$ cat src/rtl/m_issue_unit.sv
// ============================================================================
// m_issue_unit
//   Decodes RV M-extension instructions into a one-entry multiply/divide command
//   register and tracks how many divides are still in flight.
//   Revision: 1.0
// ============================================================================
`default_nettype none

module m_issue_unit #(
  parameter int XLEN    = 32,
  parameter int TAG_W   = 5,
  parameter int DIV_MAX = 2
) (
  input  logic             clk_i,
  input  logic             rst_i,
  input  logic             in_valid_i,
  output logic             in_ready_o,
  input  logic [6:0]       opcode_i,
  input  logic [2:0]       funct3_i,
  input  logic [6:0]       funct7_i,
  input  logic [XLEN-1:0]  rs1_i,
  input  logic [XLEN-1:0]  rs2_i,
  input  logic [TAG_W-1:0] tag_i,
  input  logic             flush_i,
  input  logic             div_done_i,
  output logic             out_valid_o,
  input  logic             out_ready_i,
  output logic             mult_on_o,
  output logic             div_on_o,
  output logic             signed_A_o,
  output logic             signed_B_o,
  output logic             upper_rem_o,
  output logic             word_o,
  output logic             div_zero_o,
  output logic             div_ovf_o,
  output logic [XLEN-1:0]  rs1_o,
  output logic [XLEN-1:0]  rs2_o,
  output logic [TAG_W-1:0] tag_o,
  output logic             illegal_o,
  output logic             div_busy_o
);

  localparam int c_cnt_w  = $clog2(DIV_MAX + 1);
  localparam int c_cnt_xw = c_cnt_w + 1;
  localparam logic [c_cnt_w-1:0] c_div_max = c_cnt_w'(DIV_MAX);
  localparam logic [XLEN-1:0] c_min_neg = {1'b1, {(XLEN-1){1'b0}}};
  localparam logic [0:0] c_st_empty = 1'b0;
  localparam logic [0:0] c_st_full  = 1'b1;

  logic [0:0]         state_q, state_d;
  logic [c_cnt_w-1:0] cnt_q, cnt_d;
  logic               mult_q, div_q, sa_q, sb_q, ur_q, word_q, dz_q, dov_q, ill_q;
  logic [XLEN-1:0]    rs1_q, rs2_q;
  logic [TAG_W-1:0]   tag_q;

  logic w_is_base, w_is_word, w_is_m, w_word_ill, w_is_div;
  logic w_sa, w_sb, w_ur, w_rs2_zero, w_rs1_min, w_rs2_ones, w_dz, w_dov;
  logic w_div_busy, w_accept, w_load, w_pop, w_inc, w_flush_div;
  logic [c_cnt_xw-1:0] w_cnt_up, w_cnt_dn;

  assign w_is_base  = (opcode_i == 7'b0110011) && (funct7_i == 7'b0000001);
  assign w_is_word  = (XLEN == 64) && (opcode_i == 7'b0111011) && (funct7_i == 7'b0000001);
  assign w_is_m     = w_is_base || w_is_word;
  // Word forms of the high multiplies do not exist in the ISA.
  assign w_word_ill = w_is_word && (funct3_i inside {3'b001, 3'b010, 3'b011});
  assign w_is_div   = w_is_m && funct3_i[2];

  always_comb begin
    {w_sa, w_sb, w_ur} = 3'b000;
    case (funct3_i)
      3'b000:  {w_sa, w_sb, w_ur} = 3'b000;
      3'b001:  {w_sa, w_sb, w_ur} = 3'b111;
      3'b010:  {w_sa, w_sb, w_ur} = 3'b101;
      3'b011:  {w_sa, w_sb, w_ur} = 3'b001;
      3'b100:  {w_sa, w_sb, w_ur} = 3'b110;
      3'b101:  {w_sa, w_sb, w_ur} = 3'b000;
      3'b110:  {w_sa, w_sb, w_ur} = 3'b111;
      default: {w_sa, w_sb, w_ur} = 3'b001;
    endcase
  end

  assign w_rs2_zero = w_is_word ? (rs2_i[31:0] == 32'd0) : (rs2_i == '0);
  assign w_rs1_min  = w_is_word ? (rs1_i[31:0] == 32'h8000_0000) : (rs1_i == c_min_neg);
  assign w_rs2_ones = w_is_word ? (&rs2_i[31:0]) : (&rs2_i);
  assign w_dz       = w_is_div && w_rs2_zero;
  assign w_dov      = w_is_div && (funct3_i == 3'b100 || funct3_i == 3'b110)
                      && w_rs1_min && w_rs2_ones;

  assign w_div_busy  = (cnt_q == c_div_max);
  assign w_accept    = in_valid_i && in_ready_o;
  assign w_load      = w_accept && w_is_m && !w_word_ill;
  assign w_pop       = (state_q == c_st_full) && out_ready_i;
  assign w_inc       = w_load && w_is_div;
  assign w_flush_div = flush_i && (state_q == c_st_full) && div_q;

  // Wider arithmetic so a completion or flush at zero saturates instead of wrapping.
  assign w_cnt_up = {1'b0, cnt_q} + c_cnt_xw'(w_inc);
  assign w_cnt_dn = c_cnt_xw'(div_done_i) + c_cnt_xw'(w_flush_div);
  assign cnt_d    = (w_cnt_up < w_cnt_dn) ? '0 : c_cnt_w'(w_cnt_up - w_cnt_dn);

  always_ff @(posedge clk_i) begin
    if (rst_i) begin
      state_q <= c_st_empty;
      cnt_q   <= '0;
    end else begin
      state_q <= state_d;
      cnt_q   <= cnt_d;
    end
  end

  always_comb begin
    state_d = state_q;
    if (flush_i)     state_d = c_st_empty;
    else if (w_load) state_d = c_st_full;
    else if (w_pop)  state_d = c_st_empty;
  end

  always_comb begin
    out_valid_o = (state_q == c_st_full);
    in_ready_o  = !rst_i && !flush_i && ((state_q == c_st_empty) || out_ready_i)
                  && !(w_is_div && w_div_busy);
  end

  always_ff @(posedge clk_i) begin
    if (rst_i) begin
      {mult_q, div_q, sa_q, sb_q, ur_q, word_q, dz_q, dov_q} <= '0;
      rs1_q <= '0;
      rs2_q <= '0;
      tag_q <= '0;
      ill_q <= 1'b0;
    end else begin
      ill_q <= w_accept && w_word_ill;
      if (w_load) begin
        mult_q <= !funct3_i[2];
        div_q  <= funct3_i[2];
        sa_q   <= w_sa;
        sb_q   <= w_sb;
        ur_q   <= w_ur;
        word_q <= w_is_word;
        dz_q   <= w_dz;
        dov_q  <= w_dov;
        rs1_q  <= rs1_i;
        rs2_q  <= rs2_i;
        tag_q  <= tag_i;
      end
    end
  end

  assign mult_on_o   = mult_q;
  assign div_on_o    = div_q;
  assign signed_A_o  = sa_q;
  assign signed_B_o  = sb_q;
  assign upper_rem_o = ur_q;
  assign word_o      = word_q;
  assign div_zero_o  = dz_q;
  assign div_ovf_o   = dov_q;
  assign rs1_o       = rs1_q;
  assign rs2_o       = rs2_q;
  assign tag_o       = tag_q;
  assign illegal_o   = ill_q;
  assign div_busy_o  = w_div_busy;

endmodule

`default_nettype wire

$ cat config.mk
export PLATFORM = sky130hd
export DESIGN_NAME = m_issue_unit
export DESIGN_NICKNAME = d
export VERILOG_FILES = /design/src/rtl/m_issue_unit.sv
export SDC_FILE = /design/constraint.sdc
export NUM_CORES = 1
export LEC_CHECK = 0
export CORE_MARGIN = 4
export CORE_UTILIZATION = 40
export CTS_CLUSTER_SIZE = 40
export DETAILED_ROUTE_END_ITERATION = 10
export DONT_BUFFER_PORTS = 1
export PLACE_DENSITY = 0.55
export SYNTH_ARGS = -nofsm -noshare
export SYNTH_HDL_FRONTEND = slang
export SYNTH_SLANG_ARGS = --single-unit
export TNS_END_PERCENT = 50
$ cat constraint.sdc
create_clock -name clk_i -period 2.83 [get_ports clk_i]
set_clock_uncertainty 0.15 [all_clocks]
set_input_delay 0.566 -clock clk_i [delete_from_list [all_inputs] [get_ports clk_i]]
set_output_delay 0.566 -clock clk_i [all_outputs]
set_load 0.05 [all_outputs]
# Word-level counts from Yosys, hierarchy flattened
# Index checks and enable logic that the tools add are counted.
[classes] addsub=3 multipliers=0 n_div=0 magnitude_cmp=1 n_eq_ne=9 n_shift=0 n_mux=5 n_bitwise=1 n_reduce_logical=31
[op_table] operator="32-bit == test (second input constant)" n=1
[op_table] operator="32-bit zero test" n=1
[op_table] operator="32-bit AND reduction" n=1
[op_table] operator="1-bit logical AND" n=16
[op_table] operator="3-bit == test (second input constant)" n=3
[op_table] operator="7-bit by 1-bit == test with 1-bit output (second input constant)" n=1
[op_table] operator="7-bit by 6-bit == test with 1-bit output (second input constant)" n=1
[op_table] operator="3-bit OR reduction" n=2
[op_table] operator="1-bit two-way mux" n=5
[op_table] operator="1-bit zero test" n=4
[op_table] operator="2-bit OR reduction" n=2
[op_table] operator="4-bit OR reduction" n=1
[op_table] operator="2-bit by 1-bit adder with 3-bit output" n=1
[op_table] operator="3-bit by 1-bit == test with 1-bit output (second input constant)" n=1
[op_table] operator="3-bit by 2-bit == test with 1-bit output (second input constant)" n=1
[op_table] operator="3-bit zero test" n=1
[op_table] operator="3-bit by 2-bit less-than comparator with 1-bit output" n=1
[op_table] operator="1-bit by 1-bit adder with 2-bit output" n=1
[op_table] operator="2-bit == test (second input constant)" n=1
[op_table] operator="1-bit logical OR" n=2
[op_table] operator="2-bit nonzero test" n=1
[op_table] operator="2-bit subtractor" n=1
[op_table] operator="1-bit NOT" n=1
[word_totals] regBits=79 latch_bits=0 ramBits=0 romBits=0 out_inout_bits=81 word_cells=62 memories=0

# Longest topological paths before layout
# Gate-level depths: netlist of run 1.
[logic_depth] word_depth=12 ltp_mapped=13 mapped_depth_nobuf=10

# Worst setup path after synthesis of run 1
# No wires, ideal clock.
[synth_timing] path_kind="input to output" startpoint="in funct7_i[6]" endpoint="out in_ready_o" t_arrival_ps=2237 t_required_ps=2114 setup_slack_ps=-123 stages=6 n_path_buf=3 cell_sequence="and4bb_2 and4_1 buf_2 buf_6 buf_6 a31oi_1"
[synth_via] elab_chain_cells=6
[synth_rtl] item="from (decl)" line_no="20" source="input logic [6:0] funct7_i,"
[synth_rtl] item="7-bit by 1-bit == test with 1-bit output" line_no="61" source="assign w_is_base = (opcode_i == 7'b0110011) && (funct7_i == 7'b0000001);"
[synth_rtl] item="1-bit logical AND" line_no="61"
[synth_rtl] item="1-bit logical AND" line_no="66" source="assign w_is_div = w_is_m && funct3_i[2];"
[synth_rtl] item="1-bit logical AND" line_no="121" source="&& !(w_is_div && w_div_busy);"
[synth_rtl] item="1-bit zero test" line_no="121"
[synth_rtl] item="1-bit logical AND" line_no="121"
[synth_rtl] item="to (decl)" line_no="17" source="output logic in_ready_o,"
# Every way passes these cells.

# Worst setup path after layout of run 1
[layout_timing] startpoint="in funct7_i[1]" endpoint="reg cnt_q[1]"
[layout_via] elab_chain_cells=12 word_cells_on_any_way=13 classes_between="add/sub: 2; order compare: 1; eq/ne: 1; reduce/logical: 9"
[layout_rtl] item="7-bit by 1-bit == test with 1-bit output *" line_no="61"
[layout_rtl] item="1-bit logical AND *" line_no="61"
[layout_rtl] item="1-bit logical AND" line_no="66"
[layout_rtl] item="1-bit logical AND" line_no="121"
[layout_rtl] item="1-bit zero test" line_no="121"
[layout_rtl] item="1-bit logical AND" line_no="121"
[layout_rtl] item="1-bit logical AND" line_no="90" source="assign w_accept = in_valid_i && in_ready_o;"
[layout_rtl] item="1-bit logical AND" line_no="91" source="assign w_load = w_accept && w_is_m && !w_word_ill;"
[layout_rtl] item="1-bit logical AND *" line_no="93" source="assign w_inc = w_load && w_is_div;"
[layout_rtl] item="2-bit by 1-bit adder with 3-bit output *" line_no="97" source="assign w_cnt_up = {1'b0, cnt_q} + c_cnt_xw'(w_inc);"
[layout_rtl] item="3-bit by 2-bit less-than comparator with 1-bit output" line_no="99" source="assign cnt_d = (w_cnt_up < w_cnt_dn) ? '0 : c_cnt_w'(w_cnt_up - w_cnt_dn);"
[layout_rtl] item="2-bit OR reduction (no source line)"
[layout_rtl] item="to (signal assigned)" line_no="107" source="cnt_q <= cnt_d;"
[layout_rtl] item="to (decl)" line_no="51" source="logic [c_cnt_w-1:0] cnt_q, cnt_d;"
# Mark *: on every way between the ends. The rest lies on a longest branch, timed or not.
# A chain may end at the register's enable or synchronous reset.

==> impl_metrics.ini, run 1 <==
[sta]
tightestPinTransition_ns = 0.788
hold_viol_final = 0
period_needed_ns = 2.22
maxSlewHeadroom_pct = 47.5
min_period_over_period_pct = 78.3
finalSetupViolCount = 0
fin_setup_tns_ns = 0
drv_slew = 0
rsz0062_at_grt = false
fmax_mhz = 451

[clock_tree]
cts_setup_buffers = 0
clockBufferDepth = 2
tritoncts = yes
clock_sinks = 79
clock_latency_ns = 0.33
cts_made_buffers = 9
clkSlewWorstSetupHoldPaths_ns = 0.08
h-tree-depth = 3
hold_buffers = 0
cts_root_buf = clkbuf_8
ctsResizeCount = 0

[drt]
drt_iter0_markers = 152
viasPerCell = 6.31
drcViolationCount = 0
vias = 3216
wirelength_um = 10900
ant_nets = 0
first_pass_iters = 4
routedWlPerCell_um = 21.4

[setup_path]
crit_family = simple AND/OR/NAND/NOR gates
cpMaxStageDelayCell = fa_1
cp_cell_sequence = nor4_2 -> and4_2 -> nand3_1 -> inv_1 -> ha_1 -> fa_1 -> xor2_1 -> nor3b_1
reg2reg_to = cnt_q[1]
crit_type = in -> reg
slowest_delay_ns = 0.47
cp.required_ns = 2.93
cp-start-kind = primary input
rr_startpoint = cnt_q[1]
r2r_slack_ns = 0.66
reg2reg_depth = 8
critPathBufInv = 1
worst-endpoint-arrival_ns = 2.32
worstSetupEndpointType = register
critPathMaxFanout = 3

[yosys]
post_synth_num_cell_types = 37
synthTopCellsByCount = dfxtp_1 (79), a21oi_1 (76), nand3_1 (74)
synth_edf_count = 0
ys_ff_latch = 79
syn-cell-area_mm2 = 0.00347
yosysMostFrequentCell = dfxtp_1
ys_top_cells_by_area = dfxtp_1 (46%), a21oi_1 (11%), nand3_1 (11%)
synth_top_cell_area_share_pct = 45.6
synthArstFlopShare_pct = 0
ys_warn_count = 0
seq_area_frac_synth_pct = 45.6
syn_inst = 423
syn_area_per_cell_um2 = 8.19
synth_flop_cell = dfxtp_1
netlist.top_cell.by_area = dfxtp_1

[die]
die_w_um = 101
die_y_um = 101
start_util_pct = 41.6
ios = 173
die_area_mm2 = 0.0102
coreArea_mm2 = 0.00834
placementRows = 33

[pwr]
peakVddDrop_v = 0.000227
p_total_uw = 2080
cellPowerDensity_mw_per_mm2 = 568
leakage_uw = 0.00110

[hold_path]
hp-start = rst_i
min_path_type = in -> reg
whs_endpoint = tag_o[2]
holdPathStages = 1

[global_route]
antenna_found_initial = 0
grt_pass1_vias = 3099
grt_use_total_pct = 20.4
grt_pass1_wl_um = 16600
grt_max_degree = 81
overflow = 0

[final_layout]
drive_gt1_share_pct = 7.65
fin_area_mm2 = 0.00367
fin_nets = 498
syn2layout_area_growth_pct = 5.96
postLayoutCoreUtil_pct = 44.0
final_cells = 510
antenna_cells = 0

[run_status]
status = finished, final reports clean

[run]
cap_violations = 0

[placed_design]
dpl_cell_area_mm2 = 0.00346
numPortBuffers = 0
place_congestion = 0.819
dp.cells = 495
dp_hpwl_um = 7380
## placed cells by master (no fill, tap or decap), types with 3 or more instances in the layout
master	netlist	layout
nand4_1	12	12
nor2b_1	3	3
nand3_1	74	74
nor4_1	13	13
o21ai_0	73	73
clkbuf_8	0	10
nor2_1	5	5
a21oi_1	76	76
or4_1	3	3
nand2_1	3	3
buf_4	6	10
nor3_1	3	3
ha_1	4	4
dfxtp_1	79	79
inv_1	5	5
## area by class of cell
| class | instances | area (um^2) |
|---|---|---|
| fill | 875 | 4670 |
| multi-input combinational | 295 | 1630 |
| sequential | 79 | 1580 |
| clock buffer | 11 | 141 |
| tap | 105 | 131 |
| timing repair buffer | 11 | 95.1 |
| clock inverter | 4 | 70.1 |
| inverter | 5 | 18.8 |
## routing by layer
layer	routed length, um	global-route usage [%]	up-vias	part of all wire (%)
met2	5200	32.1	146	48
met3	1150	7.27	16	11
met5	0	0	-	0
met4	193	8.18	0	1.8
met1	4380	25.2	1555	40
li1	-	-	1499	-
## power by group
part	total [uW]	internal [uW]	switching, uW	leakage, uW
Combinational	66.0	21.1	44.9	0.000355
Clock	906	514	392	0.000109
Sequential	1110	1110	0.853	0.000636
## registers in the layout, indices dropped and copies added, names as in the netlist
name         cells
signed_B_o       1
div_on_o         1
rs1_o           32
div_ovf_o        1
signed_A_o       1
div_zero_o       1
cnt_q            2
tag_o            5
out_valid_o      1
mult_on_o        1
upper_rem_o      1
rs2_o           32
## logic make-up (layout without fill, tap and decap cells)
logic type,after synthesis,after routing,synth area share [%]
xor+xnor,2,2,0.506
compound gates,155,155,22.7
other cells,1,2,0.108
flops,79,79,45.6
fa+ha+maj,5,5,2.02
mux,1,1,0.289
buf+inv,50,31,7.58
simple gates,130,130,21.1
## stage by stage
stage | setup WS, ns | hold slack, ns
final | 0.614 | 0.144
after global routing | 0.472 | 0.113
after detailed placement | 0.279 | 0.444
after CTS | 0.620 | 0.121
after global placement | 0.324 | 0.403
after floorplan | 0.208 | 0.542
## worst max-delay path by stage
| stage | depth (start not counted) | to | from | slack (ns) |
|---|---|---|---|---|
| 3_3_place_gp | 5 | div_ovf_o | funct7_i[1] | 0.32 |
| 4_1_cts | 8 | cnt_q[1] | funct7_i[1] | 0.62 |
| 6_report | 8 | cnt_q[1] | funct7_i[1] | 0.61 |
| 2_1_floorplan | 6 | in_ready_o | funct7_i[6] | 0.21 |
| 3_5_place_dp | 8 | cnt_q[1] | funct7_i[1] | 0.28 |
| 5_1_grt | 8 | cnt_q[1] | funct7_i[1] | 0.47 |
Note: power is estimated with default switching activity, not from simulation.
==> run 2, diff against run 1 <==
Settings changed: PLACE_DENSITY 0.55 to 0.57.
Clock period 2.83 ns to 1.8 ns, I/O delays scaled along.
==> run 2 against run 1 <==
Against the previous run:
- the flow now finishes with violations (hold timing, setup timing)
- critical path depth is the same
- highest routed layer unchanged
- first-iteration DRC count grew 8.6%
- cell area grew 13%
- core utilization grew 5.9 points
- sequential power grew 58%
==> impl_metrics.ini, run 2 (same netlist as run 1, synthesis figures left out) <==
[sta]
finalSetupViolCount = 3
hold_viol_final = 46
timing.hold.ws_ns = -0.0660
fmax_mhz = 497
maxSlewHeadroom_pct = 60.3
period_needed_ns = 2.01
min_period_over_period_pct = 112
drv_slew = 0
rsz0062_at_grt = true
fin_ws_ns = -0.213
tightestPinTransition_ns = 0.595

[pwr]
p_total_uw = 3350
leakage_uw = 0.00132
cellPowerDensity_mw_per_mm2 = 805
peakVddDrop_v = 0.000422

[die]
coreArea_mm2 = 0.00834
die_area_mm2 = 0.0102
placementRows = 33
die_w_um = 101
start_util_pct = 41.6
ios = 173
die_y_um = 101

[setup_path]
crit_type = reg -> reg
worstSetupEndpointType = register
cp.required_ns = 1.91
cp-start-kind = register
critPathMaxFanout = 2
worst-endpoint-arrival_ns = 2.13

[run_status]
violations = hold timing, setup timing
status = finished, violations left

[clock_tree]
cts_made_buffers = 9
clkSlewWorstSetupHoldPaths_ns = 0.08
cts_root_buf = clkbuf_8
clock_sinks = 79
clockBufferDepth = 2
h-tree-depth = 3
clock_latency_ns = 0.33
tritoncts = yes

[final_layout]
final_cell_mix = dfxtp_1 (77), a21oi_1 (75), nand3_1 (73)
drive_gt1_share_pct = 16.1
fill_cells = 810
multi_input_area_mm2 = 0.00172
fin_nets = 526
syn2layout_area_growth_pct = 20.1
antenna_cells = 0
mostFrequentLayoutCell = dfxtp_1
regArea_mm2 = 0.00159

[hold_path]
min_path_type = in -> reg

[drt]
ant_nets = 0
viasPerCell = 6.19
wirelength_um = 12200
drcViolationCount = 0
first_pass_iters = 5
routedWlPerCell_um = 22.7
vias = 3334
drt_iter0_markers = 165

[global_route]
grt_max_degree = 81
grt_pass1_wl_um = 16800
antenna_found_initial = 0
grt_pass1_vias = 3062
grt_use_total_pct = 20.7
overflow = 0

[run]
cap_violations = 0

[placed_design]
dp_hpwl_um = 7560
numPortBuffers = 0
place_congestion = 0.778
-- run 2: metal layers --
layer	global-route usage [%]	part of all wire, %	vias up
met5	0	0	-
met4	5.11	0.88	0
met3	9.00	11	11
met2	32.4	48	165
met1	26.1	40	1592
li1	-	-	1566
-- run 2: per-stage QoR --
step	setup slack, ns	std cells	util (%)	instance area [um^2]	TNS (ns)
4_1_cts	-0.198	524	45.9	3820	-2.64
6_report	-0.213	539	49.9	4160	-0.327
3_3_place_gp	-0.364	507	43.0	3580	-11.75
5_1_grt	-0.254	539	49.9	4160	-0.549
2_1_floorplan	-0.513	424	-	3500	-1.37
3_5_place_dp	-0.423	507	43.0	3580	-13.96
-- run 2: layout make-up --
| cell class | count | area share, % |
|---|---|---|
| sequential | 79 | 38.1 |
| clock buffer | 14 | 4.42 |
| clock inverter | 2 | 0.841 |
| inverter | 5 | 0.451 |
| tap | 105 | 3.16 |
| multi-input combinational | 295 | 41.2 |
| timing repair buffer | 39 | 11.8 |
-- run 2: power breakdown --
group | switching [uW] | total, uW | internal, uW
logic | 90.2 | 163 | 73.0
registers | 0.683 | 1750 | 1750
clock network | 642 | 1440 | 802
-- run 2: what timing repair did --
item / CTS / global route
pin swaps: 2 / 14
endpoints found under the hold margin: 77 / 76
gates cloned: 0 / 7
buffers inserted: 1 / 9
gates resized for setup: 5 / 27
endpoints found under the setup margin: 28 / 63
-- run 2: worst paths after layout --
check               from     endpoint  slack [ns]  cells past startpoint
min                rst_i     tag_o[2]       -0.07                      1
max reg2reg     cnt_q[0]     cnt_q[1]       -0.21                      8
max             cnt_q[0]     cnt_q[1]       -0.21                      8
min reg2reg  out_valid_o  out_valid_o        0.49                      3
-- run 2: worst max-delay path: stages, from the launching register on --
cell and delay [ns]:
dfxtp_2 0.32, nand3b_1 0.17, and4_4 0.20, nand3_4 0.07
inv_2 0.05, ha_4 0.15, fa_1 0.47, xor2_1 0.18
nor3b_1 0.17
==> run 3, diff against run 2 <==
Settings changed: CORE_ASPECT_RATIO set to 0.6.
==> run 3 against run 2 <==
Against the previous run:
- the run still ends with hold timing, setup timing left
- final cell count down 0.93%
- clock power up 51%
- worst hold slack better by 0.012 ns
==> impl_metrics.ini, run 3 (same netlist as run 1, synthesis figures left out) <==
[run_status]
status = finished, violations left
violations = hold timing, setup timing

[die]
placementRows = 25
die_w_um = 128
start_util_pct = 42.6
ios = 173
die_area_mm2 = 0.0103
coreArea_mm2 = 0.00813
die_y_um = 80.1

[final_layout]
antenna_cells = 0
final_cell_mix = dfxtp_1 (77), a21oi_1 (76), nand3_1 (73), o21ai_0 (73), buf_4 (26)
fin_nets = 518
fin_area_mm2 = 0.00410
mostFrequentLayoutCell = dfxtp_1
syn2layout_area_growth_pct = 18.3
drive_gt1_share_pct = 14.1

[global_route]
grt_pass1_vias = 3155
overflow = 0
grt.met3_usage_pct = 10.3
grtUsageMet1_pct = 28.0
grt_pass1_wl_um = 17200
antenna_found_initial = 0
use_met2_pct = 31.7
grt_max_degree = 81
grt_use_total_pct = 21.5
gr-max-usage-layer = met2

[sta]
fin_ws_ns = -0.246
rsz0062_at_grt = true
hold_viol_final = 20
timing.hold.ws_ns = -0.0540
min_period_over_period_pct = 114
finalSetupViolCount = 48
fmax_mhz = 489
maxSlewHeadroom_pct = 63.5
tightestPinTransition_ns = 0.547
drv_slew = 0
period_needed_ns = 2.05

[setup_path]
rr_startpoint = cnt_q[0]
worstSetupEndpointType = register
r2r_slack_ns = -0.25
reg2reg_depth = 8
worst-endpoint-arrival_ns = 2.14
cp_cell_sequence = nand3b_1 -> and4_4 -> nand3_4 -> inv_2 -> ha_4 -> fa_1 -> xor2_1 -> nor3b_2
crit_type = reg -> reg
slowest_delay_ns = 0.51
cpMaxStageDelayCell = fa_1
critPathMaxFanout = 2
cp.required_ns = 1.90
reg2reg_to = cnt_q[1]
cp-start-kind = register

[hold_path]
whs_endpoint = rs1_o[30]
holdPathStages = 1
min_path_type = in -> reg
hp-start = rst_i

[clock_tree]
clockBufferDepth = 2
cts_made_buffers = 9
cts_root_buf = clkbuf_16
h-tree-depth = 3
clock_sinks = 79
tritoncts = yes
clkSlewWorstSetupHoldPaths_ns = 0.06
clock_latency_ns = 0.32

[placed_design]
place_congestion = 0.796
dp_slack_ns = -0.451
numPortBuffers = 0
dpl_cell_area_mm2 = 0.00360
dp_hpwl_um = 7890

[pwr]
peakVddDrop_v = 0.000458
leakage_uw = 0.00130
cellPowerDensity_mw_per_mm2 = 986

[drt]
viasPerCell = 6.17
drt_iter0_markers = 283
vias = 3294
routedWlPerCell_um = 21.5
first_pass_iters = 5
wirelength_um = 11500
ant_nets = 0
drcViolationCount = 0

[run]
cap_violations = 0
-- run 3: changes by cell type in the layout (fill, tap and decap cells not counted), moves of 2 or more --
cell / delta
buf_4: +2
buf_6: -3
bufinv_16: +2
clkbuf_16: +3
clkbuf_8: -10
o21ai_0: +4
o21ai_2: -2
-- run 3: metal layers --
layer,vias up,wire length (um)
met4,0,99
met3,7,1390
li1,1549,-
met5,-,0
met2,166,5110
met1,1572,4890
-- run 3: how the worst max path moves through the flow --
stage	startpoint	to	slack [ns]	depth (start not counted)
2_1_floorplan	funct7_i[6]	cnt_q[1]	-0.51	10
3_3_place_gp	funct7_i[1]	cnt_q[1]	-0.39	8
3_5_place_dp	funct7_i[1]	cnt_q[1]	-0.45	8
4_1_cts	cnt_q[0]	cnt_q[1]	-0.18	8
5_1_grt	cnt_q[0]	cnt_q[1]	-0.34	8
6_report	cnt_q[0]	cnt_q[1]	-0.25	8
-- run 3: final cells by class --
class,count,area [um^2]
clock buffers,12,268
fillers,796,4030
multi-input cells,295,1690
flip-flops and latches,79,1590
repair buffers,31,300
clock inverters,4,98.8
well taps,108,135
inverters,5,18.8
-- run 3: power by group --
part           internal (uW)  switching, uW
sequential              1750          0.617
combinational           44.7           75.3
clock                   1480            695
total                   3270            771
-- run 3: critical path, delay by kind of cell, from the launching register on --
family / cells / cell delay [ns]
buf+inv: 1 / 0.04
simple gates: 4 / 0.60
xor+xnor: 1 / 0.19
fa+ha+maj: 2 / 0.66
flops: 1 / 0.31
-- run 3: timing repair --
action	in CTS	in global routing
endpoints found under the setup margin	32	58
gates cloned	0	1
resized for setup	5	8
endpoints found under the hold margin	76	76
pin swaps	2	8
setup buffers	2	5
-- run 3: through the flow --
stage	hold WS, ns	util (%)	cells	TNS (ns)	power [uW]
after global placement	0.287	44.3	510	-12.65	1900
after global routing	-0.0714	50.4	534	-11.23	4180
after detailed placement	0.288	44.3	510	-14.49	1900
after floorplan	0.353	-	424	-1.37	1900
final	-0.0540	50.4	534	-3.58	4040
after CTS	-0.0640	49.1	528	-2.58	4090
